`src/rtl/rstctrl.sv`:
```
// rstctrl: staged multi-domain reset sequencer for the pu32 SoC.
// Define RSTCTRL_WDT_EN to build the watchdog.
module rstctrl #(
  parameter int DOMAINCNT    = 3,
  parameter int RSTCNTRBITSZ = 4,
  parameter int STAGEDELAY   = 2,
  parameter int WDTBITSZ     = 16
) (
  input  logic                 clk_i,
  input  logic                 rst_i,
  input  logic                 swrst0_i,
  input  logic                 swrst1_i,
  input  logic                 hwrst_i,
  input  logic                 wdten_i,
  input  logic                 wdtkick_i,
  output logic [DOMAINCNT-1:0] rst_o,
  output logic                 pwroff_o,
  output logic                 ready_o,
  output logic [1:0]           cause_o
);

  localparam int IW = (DOMAINCNT > 1) ? $clog2(DOMAINCNT) : 1;
  localparam int SW = (STAGEDELAY > 1) ? $clog2(STAGEDELAY) : 1;
  localparam logic [SW-1:0] STG_LOAD = SW'(STAGEDELAY - 1);
  localparam logic [IW-1:0] LAST = IW'(DOMAINCNT - 1);

  typedef enum logic [1:0] {
    ASSERT,
    RELEASE,
    RUN,
    OFF
  } state_t;

  state_t                  state;
  logic [RSTCNTRBITSZ-1:0] scnt;
  logic [SW-1:0]           stg;
  logic [IW-1:0]           idx;

  logic cold, warm, pwroff, wdt_req, req;
  logic [1:0] cause_nxt;

  assign cold   = swrst0_i & swrst1_i;
  assign warm   = !swrst0_i & swrst1_i;
  assign pwroff = swrst0_i & !swrst1_i;
  assign req    = cold | warm | wdt_req | hwrst_i;

  always_comb begin
    cause_nxt = 2'd1;
    if (cold)         cause_nxt = 2'd0;
    else if (warm)    cause_nxt = 2'd2;
    else if (wdt_req) cause_nxt = 2'd3;
  end

`ifdef RSTCTRL_WDT_EN
  logic [WDTBITSZ-1:0] wcnt;

  assign wdt_req = (state == RUN) && (&wcnt);

  always_ff @(posedge clk_i or posedge rst_i) begin
    if (rst_i) begin
      wcnt <= '0;
    end else if (state != RUN || !wdten_i || wdtkick_i) begin
      wcnt <= '0;
    end else if (!(&wcnt)) begin
      wcnt <= wcnt + 1'b1;
    end
  end
`else
  logic unused_wdt;

  assign wdt_req    = 1'b0;
  assign unused_wdt = wdten_i ^ wdtkick_i ^ (WDTBITSZ > 0);
`endif

  always_ff @(posedge clk_i or posedge rst_i) begin
    if (rst_i) begin
      state    <= ASSERT;
      scnt     <= '1;
      stg      <= '0;
      idx      <= '0;
      rst_o    <= '1;
      ready_o  <= 1'b0;
      pwroff_o <= 1'b0;
      cause_o  <= 2'd0;
    end else if (state != OFF) begin
      if (pwroff) begin
        state    <= OFF;
        pwroff_o <= 1'b1;
        rst_o    <= '1;
        ready_o  <= 1'b0;
      end else if (req) begin
        // held requests pin the stretch at reload
        state   <= ASSERT;
        scnt    <= '1;
        rst_o   <= '1;
        ready_o <= 1'b0;
        cause_o <= cause_nxt;
      end else begin
        case (state)
          ASSERT: begin
            if (scnt != '0) begin
              scnt <= scnt - 1'b1;
            end else begin
              rst_o[0] <= 1'b0;
              stg      <= STG_LOAD;
              idx      <= IW'(1);
              if (DOMAINCNT == 1) begin
                state   <= RUN;
                ready_o <= 1'b1;
              end else begin
                state <= RELEASE;
              end
            end
          end
          RELEASE: begin
            if (stg != '0) begin
              stg <= stg - 1'b1;
            end else begin
              rst_o[idx] <= 1'b0;
              stg        <= STG_LOAD;
              idx        <= idx + 1'b1;
              if (idx == LAST) begin
                state   <= RUN;
                ready_o <= 1'b1;
              end
            end
          end
          default: ;
        endcase
      end
    end
  end

endmodule

```
`config.mk`:
```
export PLATFORM = sky130hd
export DESIGN_NAME = rstctrl
export DESIGN_NICKNAME = d
export VERILOG_FILES = /design/src/rtl/rstctrl.sv
export SDC_FILE = /design/constraint.sdc
export NUM_CORES = 1
export LEC_CHECK = 0
export CORE_AREA = 2 2 40 49
export CTS_BUF_LIST = sky130_fd_sc_hd__clkbuf_16
export DETAILED_ROUTE_END_ITERATION = 10
export DIE_AREA = 0 0 42 51
export HOLD_SLACK_MARGIN = 0.02
export PLACE_DENSITY = 0.78
export SYNTH_ARGS = -nofsm -noshare
export SYNTH_HDL_FRONTEND = slang
export SYNTH_SLANG_ARGS = --single-unit
```
`constraint.sdc`:
```
create_clock -name clk_i -period 4.8 [get_ports clk_i]
set_input_delay 0.96 -clock clk_i [delete_from_list [all_inputs] [get_ports clk_i]]
set_output_delay 0.96 -clock clk_i [all_outputs]
set_load 0.01 [all_outputs]
```
Word-level counts from Yosys, hierarchy flattened
Cells that the tools add are included. W data, S select, Z words.

Register bits after elaboration: 16. Input bits: 7. Word-level logic and storage cells: 81.

$add $sub $neg: 3. Order comparisons: 2. Equal/unequal tests: 9. Multiplexer cells: 29. Bitwise operators: 9. Reductions and logical operators: 20.

Operators by type and width (number): $mux W2 (9); $mux W4 (3); $ne A4 B4 Y1 const B (3); $reduce_and A4 Y1 (3); $reduce_and A5 Y1 (2); $mux W1 (9); $mux W3 (3); $pmux W2 S2 (2); $reduce_bool A4 Y1 (2); $ne A2 B2 Y1 const B (3); $reduce_and A3 Y1 (2); $reduce_and A6 Y1 (1); $reduce_bool A2 Y1 (3); $reduce_bool A3 Y1 (2); $pmux W1 S2 (2); $sub A4 B1 Y4 const B (1); $and A1 B1 Y1 (3); $and A3 B3 Y3 (1); $lt A2 B3 Y1 const B (1); $ne A3 B1 Y1 const B (1); $not A3 Y3 (1); $add A2 B1 Y2 const B (1); $demux W1 S2 (1); $eq A2 B1 Y1 const B (1); 9 further kinds (12).

Longest topological paths before layout
Gate-level depths: netlist of the first run.

Depth after elaboration: 10. Depth in mapped cells: 6. Gate-level depth less buffers: 6.

Worst setup path before layout of the first run
Ideal clock, no wire load.

Kind: in2reg. Start: input swrst0_i. End: register scnt[3]. Setup time: 0.088 ns. Arrival time: 1.960 ns. Path slack: 2.752 ns. Cell stages on the path: 4. Buffers on the path: 0. Cell sequence: nor2b_4 or4_4 o21ai_1 or3b_1.

Longest elaborated chain between the ends: 6.

RTL lines: start, declared (line 11) `input logic swrst0_i,`; $logic_not A1 Y1 (line 43) `assign warm = !swrst0_i & swrst1_i;`; $and A1 B1 Y1 (line 43); $or A1 B1 Y1 (2 in a row) (line 45) `assign req = cold | warm | wdt_req | hwrst_i;`; $reduce_bool A2 Y1 (no source line); $reduce_and A4 Y1 (no source line); end signal, assigned (line 102) `scnt <= scnt - 1'b1;`; end, declared (line 35) `logic [RSTCNTRBITSZ-1:0] scnt;`.

Several ways; a longest one is shown, not always the timed one. A chain may end at the register's enable or synchronous reset.

Worst setup path after layout of the first run
Start: input swrst1_i. End: register scnt[3].

Longest elaborated chain between the ends: 5.

RTL lines: start, declared (line 12) `input logic swrst1_i,`; $and A1 B1 Y1 (on tied branches) (line 42, 43); $or A1 B1 Y1 (2 in a row) (line 45); $reduce_bool A2 Y1 (no source line); $reduce_and A4 Y1 (no source line).

Several ways; a longest one is shown, not always the timed one.

==> results of run 1 <==
-- sequential cells by signal, summed over array words and instances (netlist names) --
| register | flops |
|---|---|
| pwroff_o | 1 |
| cause_o | 2 |
| rst_o | 3 |
| ready_o | 1 |
| scnt | 4 |
| state | 2 |
| stg | 1 |
| idx | 2 |
-- placed cells by master (no fill, tap or decap), drive strengths merged, types with 2 or more instances in the layout --
cell type       n
nor2b           2
a21oi           6
o21ai           8
inv             8
nand2           6
clkdlybuf4s50  11
dfstp           7
nor4            2
a31oi           2
clkbuf          3
nor2           11
o21a            3
dfrtp           9
a211oi          2
nor3            2
ha              4
-- cell usage after synthesis, drive strengths merged (3+ instances only) --
cell type / count / area (um2)
nand2: 6 / 22.52
o21ai: 8 / 40.03
nor2: 11 / 41.29
a21oi: 6 / 30.03
dfstp: 7 / 183.9
inv: 8 / 30.03
ha: 4 / 50.05
dfrtp: 9 / 225.2
o21a: 3 / 22.52
-- report_power, final --
| part | internal (mW) | switching, mW |
|---|---|---|
| clock network | 0.110 | 0.0488 |
| logic | 0.0418 | 0.0474 |
| registers | 0.159 | 0.0252 |
| total | 0.311 | 0.121 |
-- metal layers --
layer	vias up	track usage	wire (um)
li1	337	-	-
met1	331	0.2184	711
met2	8	0.3125	855
met3	4	0.03180	30
met4	0	0.09677	34
met5	-	0	0
-- worst max-delay path, cell delays in order --
cell and delay, ns:
clkdlybuf4s50_1 0.78, nor2b_4 0.09, or4_4 0.46, o21ai_1 0.14, or3b_1 0.35
-- layout make-up --
type / count / share of cell area
Multi-Input combinational cell: 62 / 0.3914
Sequential cell: 16 / 0.3820
Timing Repair Buffer: 11 / 0.1028
Clock buffer: 3 / 0.07009
Inverter: 8 / 0.02804
Tap cell: 19 / 0.02220
Clock inverter: 1 / 0.003505
-- per-stage QoR --
| stage | cells | hold WS (ns) | power [mW] |
|---|---|---|---|
| floorplan | 88 | 0.4832 | 0.2459 |
| global placement | 116 | 0.4398 | 0.2710 |
| detailed placement | 116 | 0.4537 | 0.2750 |
| CTS | 120 | 0.4601 | 0.4348 |
| global route | 120 | 0.4722 | 0.4622 |
| finish | 120 | 0.4556 | 0.4321 |
-- logic make-up after synthesis --
kind of cell / after synthesis
adder cells (fa/ha/maj): 4
AND/OR/NAND/NOR: 31
multiplexers: 1
flip-flops: 16
buffers and inverters: 10
AO/OA/AOI/OAI: 26
-- worst paths after layout --
path,end,slack [ns],cells after the start
worst max-delay path,scnt[3]$_DFFE_PP1P_,2.18,5
worst min-delay path,pwroff_o$_DFFE_PP0P_,0.46,1
worst max register to register,scnt[3]$_DFFE_PP1P_,2.70,6
worst min register to register,pwroff_o$_DFFE_PP0P_,0.46,1
max in group asynchronous,scnt[3]$_DFFE_PP1P_,3.35,2
min in group asynchronous,ready_o$_DFFE_PP0P_,1.07,2
==> impl_metrics.ini, run 1 <==
[min_path]
hp-start = pwroff_o$_DFFE_PP0P_
min_path_type = reg2reg

[drt]
drt_pass1_iterations = 4
wl_um = 1631
drc = 0
drtIter0Drc = 7
wl_per_cell_um = 13.59
via_per_inst = 5.667
vias = 680
final_antenna_net_count = 0

[floorplanning]
chipWidth_um = 42
io_pins = 14
row_count = 17
initial_core_util = 0.5069
die_area_mm2 = 0.002142
core-area_mm2 = 0.001723
die_height_um = 51

[yosys]
synth_top_family_by_area = simple AND/OR/NAND/NOR gates
ys_warn_count = 0
yosysUniqueCellTypes = 33
synth_edf_count = 0
async_reset_ff_frac = 1.000
syn_inst = 88
yosys.area_share.simple = 0.2221
syn_area_um2 = 873.3
synthXorXnorAreaFrac = 0
synth_mux_area_frac = 0.01289
synth_compound_area_frac = 0.1877
synth-seq-cells = 16
postSynthAreaPerCell_um2 = 9.924
synth_seq_area_share = 0.4685
syn-num-nets = 99
synthFlopType = dfrtp_1
synth_fa_ha_area_frac = 0.05731

[setup_path]
cp.required_ns = 4.96
regToRegStartpoint = scnt[0]$_DFFE_PP1P_
arrival_ns = 2.78
startpoint = swrst1_i
crit_type = in2reg
worst-path-max-fanout = 11
critPathLaunchType = input port
cp-end-kind = register

[clocking]
cts_tree = done
clock_sinks = 16
cts_root_buf = clkbuf_16
clockBufferDepth = 2
clk_latency_ns = 0.24
hold_buffers = 0
htree_levels = 1
clkSlewWorstSetupHoldPaths_ns = 0.05
ctsResizeCount = 0
cts_buffers = 3
postCtsSetupBuffers = 0

[timing]
worst_slew_pin_slew_ns = 0.5662
relSlewSlack = 0.6221
fin_skew_ns = 0.004273
fin_crit_sh = 0.5460
max_freq_mhz = 381.6
fin_ws_ns = 2.179
setup_violations = 0
fin_setup_tns_ns = 0
finalMaxSlewViolations = 0
fin_crit_ns = 2.621
hold_viol_final = 0
rsz0062_at_grt = no

[final_layout]
post-route-util = 0.6216
seq_area_um2 = 409.1
drive_above_1_share = 0.1881
fin_area_mm2 = 0.001071
syn2layout_area_growth_pct = 22.64
nFillCells = 143
num-nets-final = 113
multiInputGateArea_um2 = 419.2
n_antenna_cell = 0

[power]
power_density_mw_per_mm2 = 403.4
cellLeakagePower_nw = 0.4481
peakVddDrop_mv = 0.2772

[global_route]
antenna_found_initial = 0
grt_pass1_wl_um = 2856
grt_max_degree = 17
grtUsageTotal = 0.1829
grt_pass1_vias = 683
grt_remaining_overflow = 0

[place]
dp_hpwl_um = 1214
pre_cts_ws_ns = 1.928
portBuffers = 11
globalplace.congestion = 0.7845
dpl-instance-area_um2 = 992.2

[run_status]
outcome = finished, final reports clean

[flow_run]
drv_cap = 0
(Power assumes the default switching activity.)
==> run 2, diff against run 1 <==
==> config.mk (replaced) <==
export PLATFORM = sky130hd
export DESIGN_NAME = rstctrl
export DESIGN_NICKNAME = d
export VERILOG_FILES = /design/src/rtl/rstctrl.sv
export SDC_FILE = /design/constraint.sdc
export NUM_CORES = 1
export LEC_CHECK = 0
export CORE_AREA = 2 2 41 51
export CTS_BUF_LIST = sky130_fd_sc_hd__clkbuf_16
export DETAILED_ROUTE_END_ITERATION = 10
export DIE_AREA = 0 0 43 53
export HOLD_SLACK_MARGIN = 0.02
export PLACE_DENSITY = 0.74
export SYNTH_ARGS = -nofsm -noshare
export SYNTH_HDL_FRONTEND = slang
export SYNTH_SLANG_ARGS = --single-unit
==> constraint.sdc (replaced) <==
create_clock -name clk_i -period 2.65 [get_ports clk_i]
set_input_delay 0.53 -clock clk_i [delete_from_list [all_inputs] [get_ports clk_i]]
set_output_delay 0.53 -clock clk_i [all_outputs]
set_load 0.01 [all_outputs]
==> run 2 against run 1 <==
  * Clock skew decreased by 0.0010 ns
  * Count of clock-buffer cells in the layout unchanged
  * Largest cell class unchanged
  * Clock power increased by 83%
==> impl_metrics.ini, run 2 (synthesis results as in run 1) <==
[timing]
worst_slew_pin_slew_ns = 0.5878
relSlewSlack = 0.6077
fin_ws_ns = 0.5571
setup_violations = 0
fin_skew_ns = 0.003261
hold_viol_final = 0
rsz0062_at_grt = no
fin_setup_tns_ns = 0
max_freq_mhz = 477.8
fin_crit_ns = 2.093
finalMaxSlewViolations = 0
fin_crit_sh = 0.7898

[setup_path]
crit_type = reg2reg
critPathLaunchType = register
worst-path-max-fanout = 5
startpoint = scnt[0]$_DFFE_PP1P_
worstRegToRegCells = 6
arrival_ns = 2.26
r2r-end = scnt[3]$_DFFE_PP1P_
reg2reg_slack_ns = 0.56
crit_path_end = scnt[3]$_DFFE_PP1P_
cp.required_ns = 2.82
regToRegStartpoint = scnt[0]$_DFFE_PP1P_
cp-end-kind = register

[floorplanning]
die_height_um = 53
row_count = 17
die_area_mm2 = 0.002279
chipWidth_um = 43
io_pins = 14
core-area_mm2 = 0.001787
initial_core_util = 0.4888

[final_layout]
multiInputGateArea_um2 = 419.2
reg_top3 = scnt (4), rst_o (3)
num-nets-final = 115
fin_area_mm2 = 0.001086
largest_register_ffs = 4
n_antenna_cell = 0
post-route-util = 0.6078
syn2layout_area_growth_pct = 24.36
largest-register = scnt
nFillCells = 160
final_cell_mix = nor2_1, clkdlybuf4s50_1, inv_1, dfrtp_1
drive_above_1_share = 0.2039
seq_area_um2 = 409.1

[run_status]
outcome = finished, final reports clean

[drt]
drt_pass1_iterations = 4
wl_per_cell_um = 14.06
final_antenna_net_count = 0
wl_um = 1715
drtIter0Drc = 8
vias = 671
via_per_inst = 5.500
drc = 0

[flow_run]
drv_cap = 0

[global_route]
grt_remaining_overflow = 0
grt_max_degree = 17
grt_pass1_vias = 682
antenna_found_initial = 0
grt_pass1_wl_um = 3042
grtUsageTotal = 0.1818

[clocking]
postCtsSetupBuffers = 0
clockBufferDepth = 2
clkSlewWorstSetupHoldPaths_ns = 0.05
cts_buffers = 3
clock_sinks = 16
cts_root_buf = clkbuf_16
clk_latency_ns = 0.25
cts_tree = done
hold_buffers = 0
htree_levels = 1
ctsResizeCount = 0

[place]
pre_cts_ws_ns = 0.4438
dpl-instance-area_mm2 = 0.001007
globalplace.congestion = 0.8322
dp_hpwl_um = 1287
portBuffers = 11

[power]
peakVddDrop_mv = 0.4941
power_density_mw_per_mm2 = 727.3
cellLeakagePower_nw = 0.4615

[min_path]
min_path_type = reg2reg
hp-start = pwroff_o$_DFFE_PP0P_
==> run 2: cell types whose count changed in the layout (fill, tap and decap cells not counted), sizes merged <==
cell,previous run,this run
buf,0,2
clkinv,1,0
inv,8,9
==> run 2: layer usage <==
metal	track usage	vias to the layer above	routed length (um)
li1	-	340	-
met1	0.2069	322	725
met5	0	-	0
met3	0.04096	5	34
met2	0.3258	4	921
met4	0.07576	0	34
==> run 2: final cells by class <==
type | count | share of cell area
clock buffer | 3 | 0.06912
clock inverter | 1 | 0.003456
inverter | 8 | 0.02765
multi-input combinational | 62 | 0.3859
sequential | 16 | 0.3767
tap | 19 | 0.02189
timing repair buffer | 13 | 0.1152
==> run 2: per-stage QoR <==
step / std cells / hold slack [ns] / power, mW
after floorplan: 88 / 0.4387 / 0.4455
after global placement: 118 / 0.4420 / 0.4934
after detailed placement: 118 / 0.4460 / 0.5037
after CTS: 122 / 0.4572 / 0.7977
after global routing: 122 / 0.4748 / 0.8389
final: 122 / 0.4513 / 0.7899
==> run 2: worst max-delay path, cell delays in order (launching register included) <==
cell	delay (ns)
dfstp_2	0.53
inv_1	0.05
ha_1	0.21
nor3b_2	0.19
or4_4	0.51
o21ai_1	0.15
or3b_1	0.36
==> run 2: where the power goes <==
group	switching (mW)	internal, mW	leakage (nW)
Clock	0.0915	0.200	0.0423
Sequential	0.0452	0.287	0.179
Combinational	0.0880	0.0782	0.240
Total	0.225	0.565	0.461
==> run 2: worst min-delay path by stage <==
stage                                   to  slack, ns  cells past startpoint
floorplan           cause_o[0]$_DFFE_PP0P_       0.44                      1
global placement      pwroff_o$_DFFE_PP0P_       0.44                      1
detailed placement    pwroff_o$_DFFE_PP0P_       0.45                      1
CTS                   pwroff_o$_DFFE_PP0P_       0.46                      1
global route          pwroff_o$_DFFE_PP0P_       0.47                      1
finish                pwroff_o$_DFFE_PP0P_       0.45                      1
